File: src/rtl/jane_pkg.sv
// Shared constants and types for the range-list parser.
package jane_pkg;

  // ASCII bytes recognised by the parser
  localparam logic [7:0] CH_0     = 8'h30;
  localparam logic [7:0] CH_9     = 8'h39;
  localparam logic [7:0] CH_DASH  = 8'h2D;
  localparam logic [7:0] CH_COMMA = 8'h2C;
  localparam logic [7:0] CH_LF    = 8'h0A;
  localparam logic [7:0] CH_CR    = 8'h0D;
  localparam logic [7:0] CH_SP    = 8'h20;

  // Largest number of significant decimal digits in one field
  localparam int MAX_DIGITS = 12;

  typedef enum logic [2:0] {
    S_MIN,
    S_MAX,
    S_EMIT,
    S_DONE,
    S_ERR
  } state_e;

  typedef enum logic [2:0] {
    B_DIGIT,
    B_DASH,
    B_COMMA,
    B_LF,
    B_CR,
    B_SP,
    B_OTHER
  } byte_cls_e;

  // Map an input byte onto the small set of classes the FSM cares about
  function automatic byte_cls_e classify(input logic [7:0] b);
    byte_cls_e cls;
    if (b >= CH_0 && b <= CH_9) cls = B_DIGIT;
    else if (b == CH_DASH)      cls = B_DASH;
    else if (b == CH_COMMA)     cls = B_COMMA;
    else if (b == CH_LF)        cls = B_LF;
    else if (b == CH_CR)        cls = B_CR;
    else if (b == CH_SP)        cls = B_SP;
    else                        cls = B_OTHER;
    return cls;
  endfunction

endpackage

File: src/rtl/range_parser_if.sv
// Byte-in / range-out handshake bundle of the range parser.
interface range_parser_if #(
  parameter int VAL_W = 40,
  parameter int LEN_W = 4
) ();

  logic [7:0]       in_data;
  logic             in_valid;
  logic             in_last;
  logic             in_ready;
  logic [VAL_W-1:0] min_val;
  logic [LEN_W-1:0] min_len;
  logic [VAL_W-1:0] max_val;
  logic [LEN_W-1:0] max_len;
  logic             out_valid;
  logic             out_ready;
  logic             done;
  logic             err;

  // Parser side
  modport slave (
    input  in_data, in_valid, in_last, out_ready,
    output in_ready, min_val, min_len, max_val, max_len, out_valid, done, err
  );

  // Environment side: byte source plus range sink
  modport master (
    output in_data, in_valid, in_last, out_ready,
    input  in_ready, min_val, min_len, max_val, max_len, out_valid, done, err
  );

endinterface

File: src/rtl/dec_accum.sv
// Decimal-to-binary accumulator: acc = acc*10 + digit, counting significant digits.
module dec_accum
  import jane_pkg::*;
#(
  parameter int VAL_W = 40,
  parameter int LEN_W = 4
) (
  input  logic             clk,
  input  logic             rst_n,
  input  logic             clr_i,
  input  logic             step_i,
  input  logic [3:0]       digit_i,
  output logic [VAL_W-1:0] acc_o,
  output logic [LEN_W-1:0] len_o,
  output logic             seen_o,
  output logic             ovf_o
);

  logic [VAL_W-1:0] acc_q, acc_d;
  logic [LEN_W-1:0] len_q, len_d;
  logic             seen_q, seen_d;
  logic [VAL_W+3:0] prod;
  logic             significant;
  logic             len_ovf;

  // Shift-add times ten plus digit, with overflow detection on the step
  always_comb begin
    prod        = ({4'd0, acc_q} << 3) + ({4'd0, acc_q} << 1) + {{VAL_W{1'b0}}, digit_i};
    significant = (acc_q != '0) || (digit_i != 4'd0);
    len_ovf     = (len_q == LEN_W'(MAX_DIGITS)) && significant;
    ovf_o       = len_ovf || (prod[VAL_W+3:VAL_W] != 4'd0);

    acc_d  = acc_q;
    len_d  = len_q;
    seen_d = seen_q;
    if (clr_i) begin
      acc_d  = '0;
      len_d  = '0;
      seen_d = 1'b0;
    end else if (step_i) begin
      acc_d  = prod[VAL_W-1:0];
      seen_d = 1'b1;
      if (significant) len_d = len_q + LEN_W'(1);
    end
  end

  // Accumulator state registers
  // NOTE: sequential state uses non-blocking assignments so every register
  // samples pre-edge values, independent of block ordering.
  always_ff @(posedge clk or negedge rst_n) begin
    if (!rst_n) begin
      acc_q  <= '0;
      len_q  <= '0;
      seen_q <= 1'b0;
    end else begin
      acc_q  <= acc_d;
      len_q  <= len_d;
      seen_q <= seen_d;
    end
  end

  assign acc_o  = acc_q;
  // A field of only zeros still has one digit
  assign len_o  = (seen_q && len_q == '0) ? LEN_W'(1) : len_q;
  assign seen_o = seen_q;

endmodule

File: src/rtl/range_parser.sv
// Streaming "a-b,c-d,..." parser producing binary min/max values and digit counts.
module range_parser
  import jane_pkg::*;
#(
  parameter int VAL_W = 40,
  parameter int LEN_W = 4
) (
  input logic           clk,
  input logic           rst_n,
  range_parser_if.slave bus
);

  state_e           state_q, state_d;
  byte_cls_e        cls;
  logic             is_sep;
  logic             rdy;
  logic             fire;
  logic             acc_clr, acc_step, min_load, last_load;
  logic             last_q;
  logic [VAL_W-1:0] min_val_q;
  logic [LEN_W-1:0] min_len_q;
  logic [VAL_W-1:0] acc;
  logic [LEN_W-1:0] len;
  logic             seen, ovf;

  assign cls    = classify(bus.in_data);
  assign is_sep = (cls == B_COMMA) || (cls == B_LF) || (cls == B_CR) || (cls == B_SP);
  assign fire   = bus.in_valid && rdy;

  // The accumulator holds the current field; after a range terminates it is the max value
  dec_accum #(.VAL_W(VAL_W), .LEN_W(LEN_W)) u_accum (
    .clk     (clk),
    .rst_n   (rst_n),
    .clr_i   (acc_clr),
    .step_i  (acc_step),
    .digit_i (bus.in_data[3:0]),
    .acc_o   (acc),
    .len_o   (len),
    .seen_o  (seen),
    .ovf_o   (ovf)
  );

  // State register
  always_ff @(posedge clk or negedge rst_n) begin
    if (!rst_n) state_q <= S_MIN;
    else        state_q <= state_d;
  end

  // Next-state decode on each accepted byte and on the output handshake
  // NOTE: every combinational output gets a default first so no path leaves
  // it unassigned and infers a latch.
  always_comb begin
    state_d = state_q;
    unique case (state_q)
      S_MIN: if (fire) begin
        if (bus.in_last) begin
          state_d = (is_sep && !seen) ? S_DONE : S_ERR;
        end else begin
          unique case (cls)
            B_DIGIT:       if (ovf) state_d = S_ERR;
            B_DASH:        state_d = seen ? S_MAX : S_ERR;
            B_COMMA, B_LF: if (seen) state_d = S_ERR;
            B_CR, B_SP:    state_d = S_MIN;
            default:       state_d = S_ERR;
          endcase
        end
      end
      S_MAX: if (fire) begin
        unique case (cls)
          B_DIGIT: begin
            if (ovf)              state_d = S_ERR;
            else if (bus.in_last) state_d = S_EMIT;
          end
          B_COMMA, B_LF:          state_d = seen ? S_EMIT : S_ERR;
          B_CR, B_SP: begin
            if (bus.in_last)      state_d = seen ? S_EMIT : S_ERR;
          end
          default:                state_d = S_ERR;
        endcase
      end
      S_EMIT: if (bus.out_ready) state_d = last_q ? S_DONE : S_MIN;
      default: state_d = state_q;
    endcase
  end

  // Handshake outputs and datapath controls derived from the current state
  always_comb begin
    rdy       = rst_n && (state_q == S_MIN || state_q == S_MAX || state_q == S_ERR);
    acc_step  = fire && (cls == B_DIGIT) && !ovf && (state_q == S_MIN || state_q == S_MAX);
    min_load  = fire && (state_q == S_MIN) && !bus.in_last && (cls == B_DASH) && seen;
    acc_clr   = min_load || (state_q == S_EMIT && bus.out_ready);
    last_load = (state_q == S_MAX) && (state_d == S_EMIT);
  end

  // Lower-bound registers and the end-of-stream marker for the pending range
  always_ff @(posedge clk or negedge rst_n) begin
    if (!rst_n) begin
      min_val_q <= '0;
      min_len_q <= '0;
      last_q    <= 1'b0;
    end else begin
      if (min_load) begin
        min_val_q <= acc;
        min_len_q <= len;
      end
      if (last_load) last_q <= bus.in_last;
    end
  end

  assign bus.in_ready  = rdy;
  assign bus.out_valid = (state_q == S_EMIT);
  assign bus.done      = (state_q == S_DONE);
  assign bus.err       = (state_q == S_ERR);
  assign bus.min_val   = min_val_q;
  assign bus.min_len   = min_len_q;
  assign bus.max_val   = acc;
  assign bus.max_len   = len;

endmodule

File: src/flat_wrapper.sv
// flat-port wrapper written by rule: the top's interface ports become plain ports
module range_parser_flat import jane_pkg::*;
#(
  parameter int VAL_W = 40,
  parameter int LEN_W = 4
)
  (clk, rst_n, bus_in_data, bus_in_valid, bus_in_last, bus_out_ready, bus_in_ready, bus_min_val, bus_min_len, bus_max_val, bus_max_len, bus_out_valid, bus_done, bus_err);
  range_parser_if #(.VAL_W(VAL_W), .LEN_W(LEN_W)) bus_i ();
  input logic clk;
  input logic rst_n;
  input wire logic [$bits(bus_i.in_data)-1:0] bus_in_data;
  input wire logic [$bits(bus_i.in_valid)-1:0] bus_in_valid;
  input wire logic [$bits(bus_i.in_last)-1:0] bus_in_last;
  input wire logic [$bits(bus_i.out_ready)-1:0] bus_out_ready;
  output wire logic [$bits(bus_i.in_ready)-1:0] bus_in_ready;
  output wire logic [$bits(bus_i.min_val)-1:0] bus_min_val;
  output wire logic [$bits(bus_i.min_len)-1:0] bus_min_len;
  output wire logic [$bits(bus_i.max_val)-1:0] bus_max_val;
  output wire logic [$bits(bus_i.max_len)-1:0] bus_max_len;
  output wire logic [$bits(bus_i.out_valid)-1:0] bus_out_valid;
  output wire logic [$bits(bus_i.done)-1:0] bus_done;
  output wire logic [$bits(bus_i.err)-1:0] bus_err;
  assign bus_i.in_data = bus_in_data;
  assign bus_i.in_valid = bus_in_valid;
  assign bus_i.in_last = bus_in_last;
  assign bus_i.out_ready = bus_out_ready;
  assign bus_in_ready = bus_i.in_ready;
  assign bus_min_val = bus_i.min_val;
  assign bus_min_len = bus_i.min_len;
  assign bus_max_val = bus_i.max_val;
  assign bus_max_len = bus_i.max_len;
  assign bus_out_valid = bus_i.out_valid;
  assign bus_done = bus_i.done;
  assign bus_err = bus_i.err;
  range_parser #(.VAL_W(VAL_W), .LEN_W(LEN_W)) u_core (.clk(clk), .rst_n(rst_n), .bus(bus_i));
endmodule
File: config.mk
export PLATFORM = sky130hd
export DESIGN_NAME = range_parser_flat
export DESIGN_NICKNAME = d
export VERILOG_FILES = /design/src/rtl/jane_pkg.sv /design/src/rtl/range_parser_if.sv /design/src/rtl/dec_accum.sv /design/src/rtl/range_parser.sv /design/src/flat_wrapper.sv
export SDC_FILE = /design/constraint.sdc
export NUM_CORES = 1
export LEC_CHECK = 0
export CORE_ASPECT_RATIO = 0.75
export CORE_MARGIN = 3
export CORE_UTILIZATION = 50
export DETAILED_ROUTE_END_ITERATION = 16
export PLACE_DENSITY = 0.77
export SKIP_CTS_REPAIR_TIMING = 1
export SLEW_MARGIN = 20
export SYNTH_ARGS = -nofsm -noshare
export SYNTH_HDL_FRONTEND = slang
export SYNTH_HIERARCHICAL = 1
export SYNTH_SLANG_ARGS = --single-unit
export TNS_END_PERCENT = 50
File: constraint.sdc
create_clock -name clk -period 5.8 [get_ports clk]
set_input_delay 0.58 -clock clk [delete_from_list [all_inputs] [get_ports clk]]
set_output_delay 0.58 -clock clk [all_outputs]
set_load 0.05 [all_outputs]
======== Yosys cells after proc, flatten, opt, wreduce, memory -nomap -nowiden ========
Cells that the tools add are included.
operators by class
  equal/unequal tests ..................... 16
  add/sub/neg operators ................... 3
  multiplexer cells ....................... 30
  magnitude comparators ................... 2
  reduce and logical (&&, ||, !) cells .... 37
operators by type and width
  operator                                                                           number
  40-bit 2-to-1 mux                                                                  2
  3-bit 2-to-1 mux                                                                   17
  43-bit by 41-bit adder with 44-bit output                                          1
  44-bit by 4-bit adder with 44-bit output                                           1
  40-bit nonzero test                                                                1
  8-bit by 6-bit equality test with 1-bit output (second input constant)             3
  3-bit one-hot mux with 3 select lines                                              2
  8-bit by 4-bit equality test with 1-bit output (second input constant)             2
  4-bit 2-to-1 mux                                                                   4
  3-bit by 2-bit equality test with 1-bit output (second input constant)             5
  1-bit logical AND                                                                  15
  3-bit one-hot mux with 4 select lines                                              1
  3-bit equality test (second input constant)                                        3
  8-bit by 6-bit >= comparator with 1-bit output (second input constant)             1
  8-bit by 6-bit less-or-equal comparator with 1-bit output (second input constant)  1
  1-bit logical OR                                                                   8
  4-bit nonzero test                                                                 2
  3-bit by 1-bit equality test with 1-bit output (second input constant)             2
  3-bit zero test                                                                    2
  4-bit by 1-bit adder with 4-bit output (second input constant)                     1
  4-bit equality test (second input constant)                                        1
  4-bit zero test                                                                    1
  2-bit 2-to-1 mux                                                                   2
  2-bit nonzero test                                                                 2
  other kinds (4)                                                                    8
word-level totals
  register bits ........................... 93
  input port bits ......................... 13

======== Logic depth before layout (Yosys ltp) ========
Gate-level depths: netlist of run 1.
  depth after elaboration ................. 18
  gate-level depth with buffers ........... 20
  mapped depth without buffers ............ 18

======== Cells and area by module ========
Netlist of run 1, hierarchy kept.
by module, submodules not included
  module        seq. area each (µm²)  cells an instance  area each (µm²)  times used
  dec_accum     1126.1                502                4551.9           1
  range_parser  1201.2                164                2431.1           1

======== Worst setup path before layout of run 1 ========
OpenSTA, ideal clock, no wires.
  path type ............................... register to register
  start ................................... register u_core.u_accum.acc_q[0] (netlist: u_core/u_accum/acc_o[0])
  end ..................................... register u_core.u_accum.acc_q[1] (netlist: u_core/u_accum/acc_o[1])
  arrival ................................. 4.934 ns
  stages on the path, launching flop included .. 20
  period minus slack after synthesis ...... 5.065 ns
  path slack .............................. 0.735 ns
  cell sequence ........................... dfrtp_1 > inv_1 > fa_1 > inv_1 > fa_1 > a211oi_1 > o21ai_1 > o211ai_2 > a211oi_2 > nor3_4 > o21ai_4 > a31oi_1 > xor2_1 > nand4_1 > nor3b_1 > clkbuf_1 > buf_1 > buf_1 > mux2i_1 > nor2_1
between the ends
  cells in the longest elaborated chain, start to end .. 8
  elaborated cells between the ends (all ways) .. 13
  those cells by class .................... add/sub (2); mux (2); reduce/logical (9)
RTL lines
  element                                                                                  RTL line                          text
  from (decl)                                                                              dec_accum.sv:19                   logic [VAL_W-1:0] acc_q, acc_d;
  from (signal assigned)                                                                   dec_accum.sv:52                   acc_q <= '0;
  from (signal assigned)                                                                   dec_accum.sv:56                   acc_q <= acc_d;
  43-bit by 41-bit adder with 44-bit output / 40-bit nonzero test (equally long branches)  dec_accum.sv:28, dec_accum.sv:29
  44-bit by 4-bit adder with 44-bit output / 1-bit logical OR (equally long branches)      dec_accum.sv:28, dec_accum.sv:29
  4-bit nonzero test / 1-bit logical AND (equally long branches)                           dec_accum.sv:31, dec_accum.sv:30
  1-bit logical OR *                                                                       dec_accum.sv:31                   ovf_o = len_ovf || (prod[VAL_W+3:VAL_W] != 4'd0);
  via u_core.ovf                                                                           range_parser.sv:24                logic seen, ovf;
  1-bit zero test *                                                                        range_parser.sv:89                acc_step = fire && (cls == B_DIGIT) && !ovf && (state_q == S_MIN || state_q == S_MAX);
  1-bit logical AND * (2 in a row)                                                         range_parser.sv:89
  via u_core.acc_step                                                                      range_parser.sv:18                logic acc_clr, acc_step, min_load, last_load;
  2-bit nonzero test (no source line) *                                                    n/a
The timed path passes the listed nets; every way through them passes the cells marked *. The select of a mux whose other input is x is not followed.
A chain may end at the register's enable or synchronous reset.

======== Worst setup path in the final report of run 1 ========
  start ................................... input port bus_in_data[3]
  end ..................................... register u_core.u_accum.acc_q[22] (netlist: u_core/u_accum/acc_o[22])
between the ends
  elaborated cells between the ends (all ways) .. 32
  those cells by class .................... add/sub (1); order compare (2); eq/ne (6); mux (8); reduce/logical (15)
RTL lines
  element                                                                                           RTL line            text
  from (decl)                                                                                       flat_wrapper.sv:11  input wire logic [$bits(bus_i.in_data)-1:0] bus_in_data;
  parallel branches: the longest is 3 deep, another holds 44-bit by 4-bit adder with 44-bit output  n/a
  1-bit logical OR *                                                                                dec_accum.sv:31
  via u_core.ovf                                                                                    range_parser.sv:24
  1-bit zero test *                                                                                 range_parser.sv:89
  1-bit logical AND * (2 in a row)                                                                  range_parser.sv:89
  via u_core.acc_step                                                                               range_parser.sv:18
  2-bit nonzero test (no source line) *                                                             n/a
Mark *: on every way through the listed nets, which the timed path passes. The select of a mux whose other input is x is not followed.

==> summary.txt, run 1 <==
Run status
  – Run status: finished clean

Yosys
  – Top post-synthesis cells by count: sky130_fd_sc_hd__dfrtp_1, sky130_fd_sc_hd__ha_1, sky130_fd_sc_hd__nor2_1, sky130_fd_sc_hd__a21oi_1, sky130_fd_sc_hd__mux2_4
  – Proportion of synthesized area in mux cells: 13.5%
  – Number of distinct standard cells referenced by the synthesized netlist: 81
  – Synth top area share: 33.3%
  – Number of enable-type register cells in the synthesized netlist: 0
  – Cell types with the largest area share after synthesis: sky130_fd_sc_hd__dfrtp_1, sky130_fd_sc_hd__ha_1, sky130_fd_sc_hd__mux2_4
  – Post-Synthesis Cell Area: 0.00698 sq mm
  – Most frequently used cell type in the post-synthesis netlist: sky130_fd_sc_hd__dfrtp_1
  – Warnings from Yosys: 6
  – Mean cell area of the mapped netlist: 10.5 sq um
  – Synthesized netlist cell count: 666
  – Cell type contributing the most total cell area after synthesis: sky130_fd_sc_hd__dfrtp_1
  – Area share of fa/ha/maj cells after synthesis: 15.1%
  – Post-synthesis share of cell area spent on xor and xnor gates: 4.64%
  – Number of nets produced by synthesis: 762
  – Top_reg_cell synth: sky130_fd_sc_hd__dfrtp_1
  – Simple-gate share of the synthesized area: 13.4%
  – Synth Area in Compound Gates: 16.7%
  – Dominant combinational cell family by area after synthesis: compound AO/OA/AOI/OAI gates
  – Flip-flop and latch count after synthesis: 93
  – Sequential area share after synthesis: 33.3%
  – Share of synthesized registers carrying an async set or reset: 100%

Power
  – Leak Pwr: 4.16 nW
  – IR Drop Worst-Case VDD: 0.000136 V
  – Pwr dens: 155 mW/mm^2

Floorplanning
  – Die outline area: 0.0154 sq mm
  – Core Area: 0.0133 sq mm
  – Initial Util: 52.4%
  – Io pins: 105
  – Die Span X: 142 um
  – Vertical die dimension: 108 um
  – Rows: 36

Route
  – Pre-Repair DR Iteration Count: 5
  – Remaining DRCs: 0
  – Aggregate routed wire length: 17.7 mm
  – Via/cell ratio: 6.10
  – Via Count: 5738
  – Antenna Violating Nets Remaining: 0
  – DR WL/cell: 18.8 um
  – Iteration-0 DRC Markers: 350

Finish
  – Fraction of final layout cells with drive strength greater than 1: 11.7%
  – Syn-to-layout area delta: 20.7%
  – Number of inserted filler cells in the final layout: 1084
  – Final core area utilization: 63.2%
  – Sequential cell area in the final layout: 0.00233 sq mm
  – Nets: 862
  – Multi-input combinational cell area: 0.00442 sq mm
  – Antenna fix cells: 0

Clock tree
  – Clock insertion delay at the later pin of the skew report: 350 ps
  – Maximum number of buffers from clock root to sink: 2
  – Clock transition at path regs: 70 ps
  – Number of buffers added by the clock tree synthesis step: 9
  – CTS Root Cell: sky130_fd_sc_hd__clkbuf_16
  – Number of sinks handled by clock tree synthesis: 93
  – Clock tree from TritonCTS: built
  – Number of H-tree levels: 3

STA
  – Sum of negative setup slack: 0 ps
  – Final setup viols: 0
  – Maximum achievable frequency: 0.192 GHz
  – Slew at the pin closest to its max-slew limit: 830 ps
  – Max Transition Viols Final: 0
  – Final Skew: 8.92 ps
  – Hold Fails Final Rpt: 0
  – Share of the clock period used by the worst path: 90.0%
  – Clock period minus worst slack: 5220 ps
  – Slack of the critical path: 582 ps
  – Unrepaired setup endpoints after global routing: false
  – Worst-case headroom to the max-slew limit: 44.7%

Worst setup path
  – Crit. path cell count: 20
  – Kind of critical path: primary input to register
  – Sequence of cells on the critical path: clkdlybuf4s50_1 > inv_1 > fa_1 > inv_1 > fa_1 > a211oi_1 > o21ai_1 > o211ai_2 > a211oi_2 > nor3_4 > o21ai_4 > a31oi_1 > xor2_1 > nand4_1 > nor3b_2 > buf_4 > buf_4 > nor4bb_1 > a21oi_1 > o211ai_1
  – Worst Setup End Kind: register
  – Depth of the worst register-to-register path: 19
  – Slowest cell on crit path: sky130_fd_sc_hd__clkdlybuf4s50_1
  – Data arrival, critical path: 5490 ps
  – Buffering stage count on the worst path with inverters included: 5
  – Worst setup SP type: primary input
  – Maximum net fanout on the critical path: 16
  – CP top delay family: compound AO/OA/AOI/OAI gates
  – Required time worst endpoint: 6070 ps
  – Slowest cell delay on critical path: 580 ps

GRT
  – Routing layer with the top usage in global route: met2
  – Met3 global-route usage: 5.31%
  – Total track usage: 23.7%
  – Largest net degree at the start of global routing: 51
  – First-pass GRT wire length: 29.6 mm
  – Initial antenna violation count: 0
  – Overflow left after global routing: 0
  – Via count of the first global-routing pass: 5649
  – Routing usage on met2: 37.1%
  – Met1 track utilization from global routing: 33.4%

Place
  – Count of input and output buffers: 104
  – Pre-CTS WS: 207 ps
  – Weighted congestion at the end of routability-driven global placement: 0.912
  – Detailed placement HPWL: 13.3 mm

Min path
  – Worst hold-check path type: primary input to async pin

Run
  – Max-cap check violation count: 0
[state kept, by name, indices dropped and copies added, names as in the netlist]
signal                 cells
u_core/last_q              1
u_core/state_q             3
u_core/bus.min_val        40
u_core/bus.min_len         4
u_core/u_accum/len_q       4
u_core/u_accum/seen_o      1
u_core/u_accum/acc_o      40
[metal layers]
metal / vias up / wire length, um
li1: 2700 / -
met1: 2841 / 8540
met2: 180 / 8060
met3: 17 / 915
met4: 0 / 229
met5: - / 0
[kinds of logic (layout without fill, tap and decap cells)]
| kind of cell | after synthesis | in the layout |
|---|---|---|
| AO/OA/AOI/OAI | 170 | 170 |
| XOR/XNOR | 37 | 37 |
| adder cells (fa/ha/maj) | 83 | 83 |
| buffers and inverters | 39 | 143 |
| flip-flops | 93 | 93 |
| multiplexers | 74 | 74 |
| AND/OR/NAND/NOR | 170 | 170 |
[final timing paths]
path	startpoint	end	slack [ps]
hold reg to reg	u_core/bus.min_val[22]$_DFFE_PN0P_	u_core/bus.min_val[22]$_DFFE_PN0P_	510
setup / recovery	bus_in_data[3]	u_core/u_accum/acc_o[22]$_DFFE_PN0P_	580
hold / removal	rst_n	u_core/bus.min_val[9]$_DFFE_PN0P_	240
max in group asynchronous	rst_n	u_core/bus.min_val[30]$_DFFE_PN0P_	4530
min in group clk	u_core/bus.min_val[22]$_DFFE_PN0P_	u_core/bus.min_val[22]$_DFFE_PN0P_	510
setup reg to reg	u_core/u_accum/acc_o[0]$_DFFE_PN0P_	u_core/u_accum/acc_o[22]$_DFFE_PN0P_	980
[layout by cell type, fill, tap and decap left out, types with 4 or more instances in the layout]
cell type,synthesis,layout
sky130_fd_sc_hd__clkdlybuf4s50_1,0,103
sky130_fd_sc_hd__dfrtp_1,93,93
sky130_fd_sc_hd__ha_1,81,81
sky130_fd_sc_hd__nor2_1,58,58
sky130_fd_sc_hd__a21oi_1,41,41
sky130_fd_sc_hd__mux2_4,39,39
sky130_fd_sc_hd__mux2i_1,30,30
sky130_fd_sc_hd__nand2_1,28,28
sky130_fd_sc_hd__xnor2_1,25,25
sky130_fd_sc_hd__a21o_1,24,24
sky130_fd_sc_hd__inv_1,16,16
sky130_fd_sc_hd__o21ai_0,13,13
sky130_fd_sc_hd__xor2_1,12,12
sky130_fd_sc_hd__a31oi_1,11,11
sky130_fd_sc_hd__o21ai_1,11,11
sky130_fd_sc_hd__nor4_1,11,11
sky130_fd_sc_hd__nand3_1,10,10
sky130_fd_sc_hd__clkbuf_16,0,9
sky130_fd_sc_hd__buf_4,0,9
sky130_fd_sc_hd__a211oi_1,9,9
sky130_fd_sc_hd__nor2b_1,8,8
sky130_fd_sc_hd__o211ai_1,8,8
sky130_fd_sc_hd__o21a_1,7,7
sky130_fd_sc_hd__nand4_1,7,7
sky130_fd_sc_hd__nor3_1,6,6
sky130_fd_sc_hd__and3_1,6,6
sky130_fd_sc_hd__a22o_1,6,6
sky130_fd_sc_hd__mux2_2,5,5
sky130_fd_sc_hd__nand2b_1,4,4
sky130_fd_sc_hd__o31ai_1,4,4
[metrics by stage]
stage | hold slack, ps | std cells | total power (W) | instance area (sq um)
detailed placement | 497 | 926 | 0.000700 | 8120
global route | 295 | 941 | 0.00135 | 8430
finish | 244 | 941 | 0.00130 | 8430
CTS | 268 | 941 | 0.00132 | 8430
global placement | 492 | 926 | 0.000699 | 8120
floorplan | 284 | 666 | 0.000671 | 6980
[power by group]
part           internal, W  switching [W]  leakage, nW
registers         0.000649              0         1.29
logic            0.0000129      0.0000256         2.72
clock network     0.000367       0.000250        0.155
[area by class of cell]
type	count	share of cell area, %
clock buffers	12	3.16
clock inverters	3	0.519
inverters	16	0.712
multi-input cells	534	52.4
flip-flops and latches	93	27.6
well taps	171	2.54
repair buffers	112	13.0
(Power assumes the default switching activity.)
==> inputs of run 2 (changes only) <==
--- a/config.mk
+++ b/config.mk
@@ -9,6 +9,7 @@
 export CORE_MARGIN = 3
 export CORE_UTILIZATION = 50
 export DETAILED_ROUTE_END_ITERATION = 16
+export MAX_ROUTING_LAYER = met4
 export PLACE_DENSITY = 0.77
 export SKIP_CTS_REPAIR_TIMING = 1
 export SLEW_MARGIN = 20
==> run 2 against run 1 <==
Worst hold slack gained 7.2 ps. Final cell count unchanged. Clock-buffer cell count is 1 lower. Via count is 1.5% lower. Flip-flop and latch count did not move. Routed wire length grew 0.46%. Critical path depth rose by 1. Maximum frequency is 1.6% lower. Setup slack got worse by 87 ps. Non-clock buffer count unchanged. Total power is 1.4% higher. Largest power group unchanged.
==> summary.txt, run 2 (synthesized netlist as in run 1, its figures left out) <==
Run status
  – Run status: finished clean

STA
  – Max Transition Viols Final: 0
  – Unrepaired setup endpoints after global routing: false
  – Slew at the pin closest to its max-slew limit: 834 ps
  – Final Skew: 4.79 ps
  – Final setup viols: 0
  – Worst-case headroom to the max-slew limit: 44.4%
  – Hold Fails Final Rpt: 0
  – Share of the clock period used by the worst path: 91.5%
  – Clock period minus worst slack: 5300 ps
  – Sum of negative setup slack: 0 ps
  – Worst hold margin: 251 ps
  – Maximum achievable frequency: 0.189 GHz

Clock tree
  – Clock tree from TritonCTS: built
  – Number of buffers added by the clock tree synthesis step: 9
  – Maximum number of buffers from clock root to sink: 2
  – Clock transition at path regs: 60 ps
  – CTS Root Cell: sky130_fd_sc_hd__clkbuf_16
  – Number of H-tree levels: 3
  – Clock insertion delay at the later pin of the skew report: 350 ps
  – Number of sinks handled by clock tree synthesis: 93

Finish
  – Number of inserted filler cells in the final layout: 1080
  – Cell area after layout: 0.00844 sq mm
  – Antenna fix cells: 0
  – Highest-count cells in the layout ignoring fill and taps: sky130_fd_sc_hd__clkdlybuf4s50_1, sky130_fd_sc_hd__dfrtp_1, sky130_fd_sc_hd__ha_1
  – Fraction of final layout cells with drive strength greater than 1: 11.6%
  – Syn-to-layout area delta: 20.8%
  – Leading cell type in the layout, fill and taps excluded: sky130_fd_sc_hd__clkdlybuf4s50_1
  – Nets: 862

Power
  – Leak Pwr: 4.16 nW
  – Total power of the final layout: 0.00132 W
  – Pwr dens: 157 mW/mm^2
  – IR Drop Worst-Case VDD: 0.000169 V

Route
  – Via/cell ratio: 6.01
  – Remaining DRCs: 0
  – DR WL/cell: 18.9 um
  – Antenna Violating Nets Remaining: 0
  – Aggregate routed wire length: 17.8 mm
  – Via Count: 5652
  – Pre-Repair DR Iteration Count: 5
  – Iteration-0 DRC Markers: 389

GRT
  – Overflow left after global routing: 0
  – Largest net degree at the start of global routing: 50
  – Initial antenna violation count: 0
  – Via count of the first global-routing pass: 5643
  – First-pass GRT wire length: 29.5 mm
  – Total track usage: 24.5%

Worst setup path
  – Required time worst endpoint: 6090 ps
  – Data arrival, critical path: 5590 ps
  – Worst setup SP type: primary input
  – Worst Setup End Kind: register
  – Maximum net fanout on the critical path: 16
  – Kind of critical path: primary input to register

Place
  – Count of input and output buffers: 104
  – Detailed placement HPWL: 13.4 mm
  – Placed Instance Area: 0.00812 sq mm
  – Weighted congestion at the end of routability-driven global placement: 0.940

Min path
  – Worst hold-check path type: primary input to async pin

Run
  – Max-cap check violation count: 0

Floorplanning
  – Core Area: 0.0133 sq mm
  – Die Span X: 142 um
  – Initial Util: 52.4%
  – Io pins: 105
  – Vertical die dimension: 108 um
  – Rows: 36
  – Die outline area: 0.0154 sq mm
## run 2: per-stage QoR
step                      setup WS, ps  cells  utilization [%]
after floorplan                    735    666                -
after global placement             355    926             60.9
after detailed placement           183    926             60.9
after CTS                          522    941             63.3
after global routing               112    941             63.3
final                              495    941             63.3
## run 2: per-layer routing
layer / GRT usage (%) / up-vias / wire [um]
met5: - / - / 0
met4: 5.56 / 0 / 157
met3: 4.55 / 15 / 885
met2: 36.5 / 181 / 7960
met1: 35.0 / 2747 / 8810
li1: - / 2709 / -
## run 2: worst paths after layout
path                                                     start                              endpoint  slack [ps]  cells after the start
max                                             bus_in_data[3]  u_core/u_accum/acc_o[36]$_DFFE_PN0P_         500                     21
min                                                      rst_n     u_core/bus.min_val[9]$_DFFE_PN0P_         250                      1
max reg2reg                u_core/u_accum/acc_o[0]$_DFFE_PN0P_  u_core/u_accum/acc_o[36]$_DFFE_PN0P_         890                     20
min reg2reg                 u_core/bus.min_val[30]$_DFFE_PN0P_    u_core/bus.min_val[30]$_DFFE_PN0P_         510                      1
max in group asynchronous                                rst_n  u_core/u_accum/acc_o[18]$_DFFE_PN0P_        4510                      2
min in group clk            u_core/bus.min_val[30]$_DFFE_PN0P_    u_core/bus.min_val[30]$_DFFE_PN0P_         510                      1
## run 2: power breakdown
part	internal [W]	total [W]	switching, W
Combinational	0.0000128	0.0000384	0.0000255
Clock	0.000386	0.000636	0.000249
Sequential	0.000649	0.000649	0
Total	0.00105	0.00132	0.000275
## run 2: final cells by class
cell class,count,area (sq um),share of cell area (%)
sequential,93,2330,27.6
clock buffer,11,243,2.88
tap,171,214,2.54
timing repair buffer,112,1100,13.0
multi-input combinational,534,4420,52.4
clock inverter,4,72.6,0.860
inverter,16,60.1,0.712
## run 2: critical path: stages
cell	delay [ps]
sky130_fd_sc_hd__clkdlybuf4s50_1	580
sky130_fd_sc_hd__inv_1	90
sky130_fd_sc_hd__fa_1	530
sky130_fd_sc_hd__inv_1	70
sky130_fd_sc_hd__fa_1	480
sky130_fd_sc_hd__a211oi_1	300
sky130_fd_sc_hd__o21ai_1	200
sky130_fd_sc_hd__o211ai_2	260
sky130_fd_sc_hd__a211oi_2	140
sky130_fd_sc_hd__nor3_4	340
sky130_fd_sc_hd__o21ai_4	140
sky130_fd_sc_hd__a31oi_1	220
sky130_fd_sc_hd__xor2_1	160
sky130_fd_sc_hd__nand4_1	230
sky130_fd_sc_hd__nor3b_2	220
sky130_fd_sc_hd__buf_4	190
sky130_fd_sc_hd__buf_4	280
sky130_fd_sc_hd__nor4b_1	290
sky130_fd_sc_hd__a21oi_1	60
sky130_fd_sc_hd__o21ai_1	110
sky130_fd_sc_hd__a41o_1	110
==> inputs of run 3 (changes only) <==
--- a/config.mk
+++ b/config.mk
@@ -9,6 +9,7 @@
 export CORE_MARGIN = 3
 export CORE_UTILIZATION = 50
 export DETAILED_ROUTE_END_ITERATION = 16
+export GPL_TIMING_DRIVEN = 0
 export MAX_ROUTING_LAYER = met4
 export PLACE_DENSITY = 0.77
 export SKIP_CTS_REPAIR_TIMING = 1
==> run 3 against run 2 <==
Total power rose by 3.7%. Flip-flop and latch count did not move. Die area did not move. Clock skew rose by 5.8 ps. Global-route usage rose by 0.27 points. Register-to-register slack got worse by 250 ps. Non-clock buffer count rose by 16. Combinational power rose by 5%. Critical path type unchanged. Largest cell class unchanged.
==> summary.txt, run 3 (synthesized netlist as in run 1, its figures left out) <==
Run status
  – Run status: finished clean

Floorplanning
  – Io pins: 105
  – Die Span X: 142 um
  – Initial Util: 52.4%
  – Rows: 36
  – Core Area: 0.0133 sq mm
  – Die outline area: 0.0154 sq mm
  – Vertical die dimension: 108 um

Route
  – DR WL/cell: 19.0 um
  – Aggregate routed wire length: 18.2 mm
  – Pre-Repair DR Iteration Count: 7
  – Via/cell ratio: 6.07
  – Via Count: 5816
  – Antenna Violating Nets Remaining: 0
  – Iteration-0 DRC Markers: 406
  – Remaining DRCs: 0

GRT
  – Overflow left after global routing: 0
  – First-pass GRT wire length: 29.8 mm
  – Total track usage: 24.8%
  – Initial antenna violation count: 0
  – Via count of the first global-routing pass: 5783
  – Largest net degree at the start of global routing: 58

STA
  – Share of the clock period used by the worst path: 96.1%
  – Unrepaired setup endpoints after global routing: false
  – Max Transition Viols Final: 0
  – Sum of negative setup slack: 0 ps
  – Hold Fails Final Rpt: 0
  – Worst-case headroom to the max-slew limit: 45.6%
  – Final setup viols: 0
  – Final Skew: 10.6 ps
  – Maximum achievable frequency: 0.179 GHz
  – Worst hold margin: 119 ps
  – Slew at the pin closest to its max-slew limit: 814 ps
  – Clock period minus worst slack: 5570 ps

Finish
  – Nets: 878
  – Highest-count cells in the layout ignoring fill and taps: sky130_fd_sc_hd__clkdlybuf4s50_1, sky130_fd_sc_hd__dfrtp_1, sky130_fd_sc_hd__ha_1
  – Leading cell type in the layout, fill and taps excluded: sky130_fd_sc_hd__clkdlybuf4s50_1
  – Syn-to-layout area delta: 23.5%
  – Fraction of final layout cells with drive strength greater than 1: 11.9%
  – Number of inserted filler cells in the final layout: 1070
  – Antenna fix cells: 0

Clock tree
  – Number of H-tree levels: 3
  – Number of buffers added by the clock tree synthesis step: 9
  – Clock tree from TritonCTS: built
  – Number of sinks handled by clock tree synthesis: 93
  – Clock transition at path regs: 70 ps
  – CTS Root Cell: sky130_fd_sc_hd__clkbuf_16
  – Maximum number of buffers from clock root to sink: 2
  – Clock insertion delay at the later pin of the skew report: 360 ps

Worst setup path
  – Crit. path cell count: 21
  – Required time worst endpoint: 6090 ps
  – Launching point of the worst reg2reg path: u_core/u_accum/acc_o[0]$_DFFE_PN0P_
  – Terminus of the critical flop-to-flop path: u_core/u_accum/acc_o[36]$_DFFE_PN0P_
  – Maximum net fanout on the critical path: 8
  – Slowest cell on crit path: sky130_fd_sc_hd__clkdlybuf4s50_1
  – Depth of the worst register-to-register path: 20
  – Buffering stage count on the worst path with inverters included: 5
  – Sequence of cells on the critical path: clkdlybuf4s50_1 > inv_1 > fa_1 > inv_1 > fa_1 > a211oi_1 > o21ai_1 > o211ai_2 > a211oi_2 > nor3_4 > o21ai_4 > a31oi_1 > xor2_1 > nand4_1 > nor3b_1 > clkbuf_2 > nor2b_1 > buf_1 > nand2b_1 > o21ai_1 > a41o_1
  – Worst Setup End Kind: register
  – CP top delay family: compound AO/OA/AOI/OAI gates
  – Reg-to-reg setup timing slack: 640 ps
  – Data arrival, critical path: 5860 ps
  – Worst setup SP type: primary input
  – Launch point of the critical path: bus_in_data[3]
  – Slowest cell delay on critical path: 600 ps
  – Kind of critical path: primary input to register
  – Last element of the critical path: u_core/u_accum/acc_o[36]$_DFFE_PN0P_

Power
  – Clock power frac: 49.8%
  – Switching Share: 20.9%
  – Internal power of the cells: 0.00108 W
  – Net Switching: 0.000287 W
  – Total power of the final layout: 0.00137 W
  – IR Drop Worst-Case VDD: 0.000142 V
  – Seq pwr share: 47.3%
  – Logic gate share of total power: 2.9%
  – Leak Pwr: 4.23 nW
  – Pwr dens: 159 mW/mm^2

Place
  – Detailed placement HPWL: 13.4 mm
  – Count of input and output buffers: 104
  – Weighted congestion at the end of routability-driven global placement: 0.949

Min path
  – Worst hold-check path type: primary input to async pin

Run
  – Max-cap check violation count: 0
[run 3: cell types whose count changed in the layout (fill, tap and decap cells not counted), moves of 2 or more]
cell                       previous run  this run
sky130_fd_sc_hd__clkbuf_4             0         3
sky130_fd_sc_hd__buf_1                0         4
sky130_fd_sc_hd__clkbuf_2             0         2
sky130_fd_sc_hd__buf_12               0         5
sky130_fd_sc_hd__clkbuf_1             1         8
sky130_fd_sc_hd__buf_4                9         1
[run 3: how the worst min path moves through the flow]
| stage | depth (start not counted) | startpoint | end | slack, ps |
|---|---|---|---|---|
| after global placement | 1 | u_core/bus.min_val[38]$_DFFE_PN0P_ | u_core/bus.min_val[38]$_DFFE_PN0P_ | 490 |
| final | 1 | rst_n | u_core/u_accum/acc_o[14]$_DFFE_PN0P_ | 120 |
| after global routing | 1 | rst_n | u_core/bus.min_val[14]$_DFFE_PN0P_ | 140 |
| after CTS | 1 | rst_n | u_core/u_accum/acc_o[15]$_DFFE_PN0P_ | 120 |
| after detailed placement | 1 | u_core/bus.min_val[26]$_DFFE_PN0P_ | u_core/bus.min_val[26]$_DFFE_PN0P_ | 500 |
| after floorplan | 0 | rst_n | u_core/bus.min_len[0]$_DFFE_PN0P_ | 280 |
[run 3: per-layer routing]
metal	up-vias	track usage, %	part of all wire (%)
met3	26	4.77	5.7
met1	2845	34.8	48
li1	2734	-	-
met5	-	-	0
met4	0	5.83	1.3
met2	211	37.4	45
[run 3: power groups by stage]
stage | logic [W] | registers (W) | clock network [W]
6_report | 0.0000403 | 0.000648 | 0.000682
5_1_grt | 0.0000448 | 0.000648 | 0.000717
4_1_cts | 0.0000410 | 0.000648 | 0.000696
3_5_place_dp | 0.0000410 | 0.000661 | 0
3_3_place_gp | 0.0000372 | 0.000661 | 0
2_1_floorplan | 0.00000993 | 0.000661 | 0
[run 3: final cells by class]
cell class	instances	area [sq um]	area share, %
tap	171	214	2.48
inverter	16	60.1	0.696
sequential	93	2330	27.0
clock inverter	6	111	1.29
buffer	23	195	2.26
multi-input combinational	534	4420	51.2
timing repair buffer	105	1070	12.4
clock buffer	10	229	2.66
[run 3: through the flow]
| step | area, sq um | setup slack (ps) | std cells | utilization [%] |
|---|---|---|---|---|
| floorplan | 6980 | 735 | 666 | - |
| global placement | 8240 | -1510 | 941 | 61.8 |
| detailed placement | 8270 | -906 | 942 | 62.0 |
| CTS | 8610 | -550 | 958 | 64.6 |
| global route | 8620 | 26.5 | 958 | 64.7 |
| finish | 8620 | 229 | 958 | 64.7 |
